File: config.mk
export PLATFORM = sky130hd
export DESIGN_NAME = signed_iter_divider
export DESIGN_NICKNAME = d
export VERILOG_FILES = /design/src/rtl/div_pkg.sv /design/src/rtl/div_iter_step.sv /design/src/rtl/signed_iter_divider.sv
export SDC_FILE = /design/constraint.sdc
export NUM_CORES = 1
export LEC_CHECK = 0
export ABC_AREA = 0
export BUFFER_PORTS_ARGS = -buffer_cell sky130_fd_sc_hd__clkbuf_2
export CAP_MARGIN = 20
export CORE_MARGIN = 2
export CORE_UTILIZATION = 45
export DETAILED_ROUTE_END_ITERATION = 8
export PLACE_DENSITY = 0.68
export SLEW_MARGIN = 15
export SYNTH_ARGS = -nofsm -noshare
export SYNTH_HDL_FRONTEND = slang
export SYNTH_HIERARCHICAL = 1
export SYNTH_SLANG_ARGS = --single-unit
export TNS_END_PERCENT = 100
File: constraint.sdc
create_clock -name clk -period 6.35 [get_ports clk]
set_clock_uncertainty 0.15 [all_clocks]
set_input_delay 1.27 -clock clk [delete_from_list [all_inputs] [get_ports clk]]
set_output_delay 1.27 -clock clk [all_outputs]
set_load 0.03 [all_outputs]
File: src/rtl/div_pkg.sv
`default_nettype none
// +----------------------------------------------------------------------+
// | Module   : div_pkg                                                   |
// | Brief    : Shared FSM encoding and sizing for the iterative divider  |
// | Revision : 1.0                                                       |
// +----------------------------------------------------------------------+
package div_pkg;

    localparam int c_DIV_IN_WD_DEF = 32;

    typedef enum logic [2:0] {
        IDLE = 3'd0,
        PREP = 3'd1,
        ITER = 3'd2,
        FIX  = 3'd3,
        DONE = 3'd4
    } div_state_e;

    // Radix-2: one quotient bit per iteration.
    function automatic int iter_num(input int wd);
        return wd;
    endfunction

endpackage
`default_nettype wire

File: src/rtl/div_iter_step.sv
`default_nettype none
// +----------------------------------------------------------------------+
// | Module   : div_iter_step                                             |
// | Brief    : One combinational restoring shift/subtract division step  |
// | Revision : 1.0                                                       |
// +----------------------------------------------------------------------+
module div_iter_step #(
    parameter int DIV_IN_WD = 32
) (
    input  logic [DIV_IN_WD-1:0] i_rem,
    input  logic                 i_bit,
    input  logic [DIV_IN_WD-1:0] i_div,
    output logic [DIV_IN_WD-1:0] o_rem,
    output logic                 o_q
);

    logic [DIV_IN_WD:0]   w_partial;
    logic [DIV_IN_WD-1:0] w_diff;

    assign w_partial = {i_rem, i_bit};
    assign o_q       = (w_partial >= {1'b0, i_div});
    // When the subtract succeeds the true difference is below the divisor,
    // so the low DIV_IN_WD bits of the modular difference are exact.
    assign w_diff    = w_partial[DIV_IN_WD-1:0] - i_div;
    assign o_rem     = o_q ? w_diff : w_partial[DIV_IN_WD-1:0];

endmodule
`default_nettype wire

File: src/rtl/signed_iter_divider.sv
`default_nettype none
// +----------------------------------------------------------------------+
// | Module   : signed_iter_divider                                       |
// | Brief    : Multi-cycle signed truncating divider, quotient+remainder |
// | Revision : 1.0                                                       |
// +----------------------------------------------------------------------+
module signed_iter_divider
    import div_pkg::*;
#(
    parameter int DIV_IN_WD = c_DIV_IN_WD_DEF,
    parameter int ITER_NUM  = iter_num(DIV_IN_WD)
) (
    input  logic                 clk,
    input  logic                 rstn,
    input  logic                 val_i,
    input  logic [DIV_IN_WD-1:0] ai,
    input  logic [DIV_IN_WD-1:0] bi,
    output logic                 rdy_o,
    output logic                 val_o,
    output logic [DIV_IN_WD-1:0] quo_o,
    output logic [DIV_IN_WD-1:0] rem_o,
    output logic                 dz_o
);

    localparam int c_CNT_W = $clog2(ITER_NUM + 1);

    div_state_e           r_state;
    div_state_e           w_state_nxt;

    logic [DIV_IN_WD-1:0] r_a;
    logic [DIV_IN_WD-1:0] r_b;
    logic                 r_sa;
    logic                 r_sb;
    logic                 r_dz;
    logic [DIV_IN_WD-1:0] r_abs_b;
    logic [DIV_IN_WD-1:0] r_quo;
    logic [DIV_IN_WD-1:0] r_rem;
    logic [c_CNT_W-1:0]   r_cnt;

    logic                 r_val_o;
    logic [DIV_IN_WD-1:0] r_quo_o;
    logic [DIV_IN_WD-1:0] r_rem_o;
    logic                 r_dz_o;

    logic                 w_dz;
    logic                 w_last;
    logic [DIV_IN_WD-1:0] w_abs_a;
    logic [DIV_IN_WD-1:0] w_abs_b;
    logic [DIV_IN_WD-1:0] w_step_rem;
    logic                 w_step_q;

    // Negating the most negative value wraps to itself, which read as
    // unsigned is exactly its magnitude.
    assign w_abs_a = r_a[DIV_IN_WD-1] ? -r_a : r_a;
    assign w_abs_b = r_b[DIV_IN_WD-1] ? -r_b : r_b;
    assign w_dz    = (r_b == '0);
    assign w_last  = (r_cnt == c_CNT_W'(ITER_NUM - 1));

    div_iter_step #(
        .DIV_IN_WD (DIV_IN_WD)
    ) u_step (
        .i_rem (r_rem),
        .i_bit (r_quo[DIV_IN_WD-1]),
        .i_div (r_abs_b),
        .o_rem (w_step_rem),
        .o_q   (w_step_q)
    );

    always_ff @(posedge clk) begin
        if (rstn) begin
            r_state <= IDLE;
        end else begin
            r_state <= w_state_nxt;
        end
    end

    always_comb begin
        w_state_nxt = r_state;
        case (r_state)
            IDLE:    if (val_i) w_state_nxt = PREP;
            PREP:    w_state_nxt = w_dz ? DONE : ITER;
            ITER:    if (w_last) w_state_nxt = FIX;
            FIX:     w_state_nxt = DONE;
            DONE:    w_state_nxt = IDLE;
            default: w_state_nxt = IDLE;
        endcase
    end

    always_ff @(posedge clk) begin
        if (rstn) begin
            r_a     <= '0;
            r_b     <= '0;
            r_sa    <= 1'b0;
            r_sb    <= 1'b0;
            r_dz    <= 1'b0;
            r_abs_b <= '0;
            r_quo   <= '0;
            r_rem   <= '0;
            r_cnt   <= '0;
            r_val_o <= 1'b0;
            r_quo_o <= '0;
            r_rem_o <= '0;
            r_dz_o  <= 1'b0;
        end else begin
            r_val_o <= (r_state == DONE);
            case (r_state)
                IDLE: begin
                    if (val_i) begin
                        r_a <= ai;
                        r_b <= bi;
                    end
                end
                PREP: begin
                    r_sa    <= r_a[DIV_IN_WD-1];
                    r_sb    <= r_b[DIV_IN_WD-1];
                    r_abs_b <= w_abs_b;
                    r_dz    <= w_dz;
                    r_cnt   <= '0;
                    // r_quo doubles as the dividend shift register; a zero
                    // divisor preloads the final all-ones/dividend result.
                    r_quo   <= w_dz ? '1 : w_abs_a;
                    r_rem   <= w_dz ? r_a : '0;
                end
                ITER: begin
                    r_quo <= {r_quo[DIV_IN_WD-2:0], w_step_q};
                    r_rem <= w_step_rem;
                    r_cnt <= r_cnt + 1'b1;
                end
                FIX: begin
                    if (r_sa ^ r_sb) r_quo <= -r_quo;
                    if (r_sa)        r_rem <= -r_rem;
                end
                DONE: begin
                    r_quo_o <= r_quo;
                    r_rem_o <= r_rem;
                    r_dz_o  <= r_dz;
                end
                default: ;
            endcase
        end
    end

    assign rdy_o = (r_state == IDLE);
    assign val_o = r_val_o;
    assign quo_o = r_quo_o;
    assign rem_o = r_rem_o;
    assign dz_o  = r_dz_o;

endmodule
`default_nettype wire

* Word level (Yosys, flattened, before mapping)
Cells that the tools add are included.
** Storage, ports and cells
- Register bits after elaboration :: 238
- Word-level logic and storage cells :: 53
- Input port bits :: 67
- Memories :: 0
- Output and inout port bits :: 67
- Bits in read-only memories :: 0
- Bits in latches :: 0
- Memory bits (writable) :: 0
** Cells by class
- Divide/modulo/power cells :: 0
- Equal/unequal tests :: 9
- Shift-type cells :: 0
- Multiply operators :: 0
- Multiplexer cells :: 14
- Add/sub/neg operators :: 6
- Reductions and logical operators :: 8
- $lt $le $gt $ge :: 1
- Bitwise operators :: 1
** Operators by type and width (count)
- $mux W32 :: 7
- $pmux W32 S3 :: 2
- $neg A32 Y32 :: 4
- $ge A33 B32 Y1 :: 1
- $logic_not A32 Y1 :: 1
- $sub A32 B32 Y32 :: 1
- $pmux W3 S4 :: 1
- $pmux W6 S2 :: 1
- $mux W3 :: 3
- $ne A2 B2 Y1 const B :: 4
- $reduce_and A2 Y1 :: 4
- $add A6 B1 Y6 const B :: 1
- $eq A3 B2 Y1 const B :: 2
- $eq A6 B5 Y1 const B :: 1
- $eq A3 B1 Y1 const B :: 1
- $eq A3 B3 Y1 const B :: 1
- $logic_not A3 Y1 :: 1
- $reduce_bool A3 Y1 :: 1
- $reduce_bool A2 Y1 :: 1
- $xor A1 B1 Y1 :: 1

* Logic depth before layout (Yosys ltp)
- Word-level depth :: 4
- Mapped depth :: 17
- Mapped depth without buffers :: 15

* Hierarchy
Netlist, hierarchy kept.
** By module, submodules not included
- signed_iter_divider :: cells each 1556, instances 1, sequential area each 4764.6 um^2, area an instance 11908.9 um^2
- div_iter_step :: cells each 323, instances 1, sequential area each 0.0 um^2, area an instance 2331.0 um^2

* Worst setup path before layout
Ideal clock, no wire load.
- Path type :: register to register
- Start :: register r_rem[9]
- End :: register r_rem[26]
- Data arrival time :: 3.174 ns
- Slack :: 2.894 ns
- Clock period less this slack :: 3.456 ns
- Cell stages (with the launch flop) :: 17
- Path buffers :: 3
- Required time :: 6.068 ns
- Path through :: dfxtp_1 > ha_1 > clkbuf_1 > nand4_1 > a211oi_1 > or3_4 > nor4b_4 > o21ai_2 > a31oi_4 > o21a_4 > inv_2 > buf_6 > buf_12 > mux2_4 > a22o_1 > nor3b_1 > a21oi_1
** Between the ends
- Word-level cells in the longest chain between the ends :: 3
- Elaborated cells between the ends (all ways) :: 6
- Those cells by class :: add/sub: 2; order compare: 1; mux: 3
** RTL lines
- start: declaration :: line signed_iter_divider.sv:37 : logic [DIV_IN_WD-1:0] r_rem;
- start signal: assignment :: line signed_iter_divider.sv:122 : r_rem <= w_dz ? r_a : '0;
- start signal: assignment :: line signed_iter_divider.sv:126 : r_rem <= w_step_rem;
- start signal: assignment :: line signed_iter_divider.sv:131 : if (r_sa) r_rem <= -r_rem;
- $ge A33 B32 Y1 :: line div_iter_step.sv:21 : assign o_q = (w_partial >= {1'b0, i_div});
- named net w_step_q :: line signed_iter_divider.sv:50 : logic w_step_q;
- $mux W32 :: line div_iter_step.sv:25 : assign o_rem = o_q ? w_diff : w_partial[DIV_IN_WD-1:0];
- named net w_step_rem[26] :: line signed_iter_divider.sv:49 : logic [DIV_IN_WD-1:0] w_step_rem;
- $pmux W32 S3 :: line signed_iter_divider.sv:106 : case (r_state)
The timed path passes the listed nets, and every way through them passes these cells. The select of a mux whose other input is x is not followed.
A chain may end at the register's enable or synchronous reset.

* Final worst setup path
- Start :: register r_rem[8]
- End :: register r_rem[17]
The elaborated chain is that of the path after synthesis.

==> impl_metrics.ini <==
[run_status]
run_status = finished, final reports clean

[global_routing]
grt_remaining_overflow = 0
first_global_vias = 12660
grt_pass1_wl_um = 70510
grt_start_max_net_pins = 75
tot_gr_track_use_pct = 26.09
grt_antenna_before_repair = 0

[critical_path]
critPathMaxFanout = 29
timing.critical_path.max_delay_family = compound AO/OA/AOI/OAI gates
path_cells = ha_1, nand4_1, nor3_1, o211ai_1, nor4b_4, o21ai_2, a31oi_4, o21a_4, inv_2, mux2_2, a221oi_1, a211oi_1
r2r_cells = 12
timing.critical_path.slowest_cell_delay_ns = 0.61
setup.worst_path.start_class = flip-flop
required_ns = 6.58
cp_data_arrival_time_ns = 4.27
endpoint_kind_of_the_worst_setup_timing_path = flip-flop
path_buf_inv = 1
critical_path_cell_count = 12
crit_slowest_cell = sky130_fd_sc_hd__inv_2
path_class = reg2reg

[sta]
max_slew_margin_pct = 27.43
setup_viol_count_final = 0
min_period_ns = 4.034
grt_setup_unrepaired = false
final-hold-violation-count = 0
finalMaxSlewViolations = 0
finalCritPeriodShare_pct = 63.53
peak_freq_ghz = 0.2479
setup-tns-final_ns = 0
timing_worst_slew_pin_value_ns = 1.085

[min_path]
holdCritPathClass = reg2reg
worst_hold_path.num_cells = 2

[route]
drc_errors = 0
vias = 13950
finalWirelength_um = 44200
wire_per_inst_um = 18.97
ant_nets = 0
count_of_routing_violations_after_the_opening_detailed_route_iteration = 1378
drt-vias-per-instance = 5.987
detailedRoute.firstPassIterationCount = 5

[synth]
synth.area.mux_share_pct = 3.321
ys_seq_area_share_pct = 33.46
post_synth_most_frequent_cells = sky130_fd_sc_hd__nand2_1 (365), sky130_fd_sc_hd__dfxtp_1 (238), sky130_fd_sc_hd__a21oi_1 (192)
yosys.area_share.simple_pct = 23.43
synthFlopType = sky130_fd_sc_hd__dfxtp_1
synth_top_family_by_area = compound AO/OA/AOI/OAI gates
number_of_synthesized_flops_with_an_enable_pin = 0
ys_seq_elements = 238
area_contributors_post_synth = sky130_fd_sc_hd__dfxtp_1 (33%), sky130_fd_sc_hd__nand2_1 (9.6%), sky130_fd_sc_hd__a21oi_1 (6.7%)
synthAdderAreaFrac_pct = 3.392
syn_inst = 1879
synth_most_common_cell = sky130_fd_sc_hd__nand2_1
async_reset_ff_share_pct = 0
synth-xor-area-share_pct = 7.012
postSynthAreaPerCell_um2 = 7.578
post-synth-top-area-fraction_pct = 33.46
post-synth-top-area-cell = sky130_fd_sc_hd__dfxtp_1
mappedNetlistNets = 1984
synth-compound-area-share_pct = 23.54
netlist-cell-type-count = 87
ys_warn_count = 6
post_synth_instance_area_um2 = 14240

[floorplanning]
fp-row-count = 65
dieArea_um2 = 33080
io-pin-count = 134
starting_utilization_of_the_core_area_pct = 45.36
std_cell_core_area_um2 = 31390
die-width_um = 181.9
dieHeight_um = 181.9

[placed_design]
placedCellCount = 2279
io_buffer_count = 133
hpwlAfterDp_um = 31560
finalWeightedCongestion = 0.9867

[cells_and_area]
num-nets-final = 2012
fillCellCount = 3136
areaGrowthSynthToFinish_pct = 12.34
layout-drive-gt1-share_pct = 14.42
final-instance-count-excl-fill = 2330
diodes = 0

[power]
power.share.clock_pct = 33.2
switchingPower_mw = 1.904
internal_power_mw = 3.479
seqPwrFrac_pct = 33.2
power_switching_share_pct = 35.37
power.density_nw_per_um2 = 336.5
vdd_ir_drop_max_uv = 218.7
cellLeakagePower_nw = 5.977
combPwrFrac_pct = 33.5

[clock_network]
cts-buffers-inserted = 27
post_cts_resize_count = 0
cts_htree_levels = 1
root_buffer_cell = sky130_fd_sc_hd__clkbuf_16
clkLatencyLatePin_ns = 0.56
cts.reportedPaths.clkPinSlew_ns = 0.06
cts_setup_buffers = 0
cts_num_sinks = 238
cts-hold-fix-buffers = 0
max-clock-path-buffers = 3
tritoncts = done

[flow_run]
timing.max_cap.violations = 0
-- layout make-up --
cell class	instances	area [um^2]	area share (%)
clock buffer	30	696.9	4.357
clock inverter	20	325.3	2.034
inverter	55	206.4	1.291
multi-input combinational	1432	8666	54.17
sequential	238	4765	29.78
tap	402	503.0	3.144
timing repair buffer	153	834.6	5.217
-- cell usage in the layout, fill, tap and decap left out, types with 9 or more instances in the layout --
cell,count
sky130_fd_sc_hd__a211oi_1,62
sky130_fd_sc_hd__a21o_1,9
sky130_fd_sc_hd__a21oi_1,192
sky130_fd_sc_hd__a221oi_1,32
sky130_fd_sc_hd__a22oi_1,15
sky130_fd_sc_hd__a311oi_1,17
sky130_fd_sc_hd__a31oi_1,12
sky130_fd_sc_hd__buf_4,19
sky130_fd_sc_hd__clkbuf_16,27
sky130_fd_sc_hd__clkbuf_2,132
sky130_fd_sc_hd__dfxtp_1,238
sky130_fd_sc_hd__ha_1,37
sky130_fd_sc_hd__inv_1,54
sky130_fd_sc_hd__mux2_2,22
sky130_fd_sc_hd__mux2_4,9
sky130_fd_sc_hd__mux2i_1,9
sky130_fd_sc_hd__nand2_1,364
sky130_fd_sc_hd__nand2b_1,13
sky130_fd_sc_hd__nand3_1,25
sky130_fd_sc_hd__nand4_1,19
sky130_fd_sc_hd__nor2_1,156
sky130_fd_sc_hd__nor3_1,35
sky130_fd_sc_hd__nor4_1,31
sky130_fd_sc_hd__o21ai_0,70
sky130_fd_sc_hd__o31ai_1,18
sky130_fd_sc_hd__o41ai_1,20
sky130_fd_sc_hd__or3_1,11
sky130_fd_sc_hd__xnor2_1,65
sky130_fd_sc_hd__xor2_1,49
-- per-stage QoR --
step / setup WS (ns) / util, % / instance area (um^2) / hold slack, ns / power, mW
floorplan: 2.894 / - / 14240 / 0.2822 / 3.189
global placement: 2.552 / 47.64 / 14950 / 0.2920 / 3.537
detailed placement: 2.445 / 47.64 / 14950 / 0.2963 / 3.560
CTS: 2.410 / 50.89 / 15980 / 0.3046 / 5.354
global route: 2.045 / 50.96 / 16000 / 0.3174 / 5.648
finish: 2.316 / 50.96 / 16000 / 0.3005 / 5.383
-- worst reg2reg max path, delay by kind of cell (launching register included) --
kind                       cells  cell delay [ns]
muxes                          1             0.43
AOI/OAI and AO/OA              6             1.17
DFF                            1             0.41
buffers and inverters          1             0.61
adders and majority gates      1             0.44
and+or+nand+nor                3             0.67
-- registers in the layout (all words and copies together) (netlist names), 3 cells and up --
| name | count |
|---|---|
| r_b | 32 |
| r_quo | 32 |
| rem_o | 32 |
| r_rem | 32 |
| r_cnt | 6 |
| r_abs_b | 32 |
| quo_o | 32 |
| r_a | 32 |
| r_state | 3 |
-- power groups by stage --
| stage | registers [mW] | logic (mW) | clock network, mW |
|---|---|---|---|
| 2_1_floorplan | 1.71 | 1.48 | 0 |
| 3_3_place_gp | 1.80 | 1.73 | 0 |
| 3_5_place_dp | 1.81 | 1.75 | 0 |
| 4_1_cts | 1.78 | 1.76 | 1.81 |
| 5_1_grt | 1.80 | 1.97 | 1.88 |
| 6_report | 1.79 | 1.81 | 1.79 |
-- cells by family (layout without fill, tap and decap cells) --
group | Yosys count | count (layout)
mux | 40 | 40
xor+xnor | 114 | 114
compound gates | 510 | 510
simple gates | 730 | 730
fa+ha+maj | 38 | 38
buf+inv | 209 | 258
flops | 238 | 238
-- worst paths after layout --
path / start / end / slack, ns
max: r_rem[8] / r_rem[17] / 2.32
max reg2reg: r_rem[8] / r_rem[17] / 2.32
min: quo_o[13] / quo_o[13] / 0.30
min reg2reg: quo_o[13] / quo_o[13] / 0.30
-- per-layer routing --
layer / routed length, um / track usage [%] / vias to the layer above / share of wire, %
met5: 0 / 0 / - / 0
met4: 1084 / 6.968 / 0 / 2.5
met3: 3926 / 4.392 / 84 / 8.9
met2: 18070 / 37.99 / 630 / 41
met1: 21120 / 39.48 / 6498 / 48
li1: - / - / 6737 / -
Power figures use the tool's default switching activity.
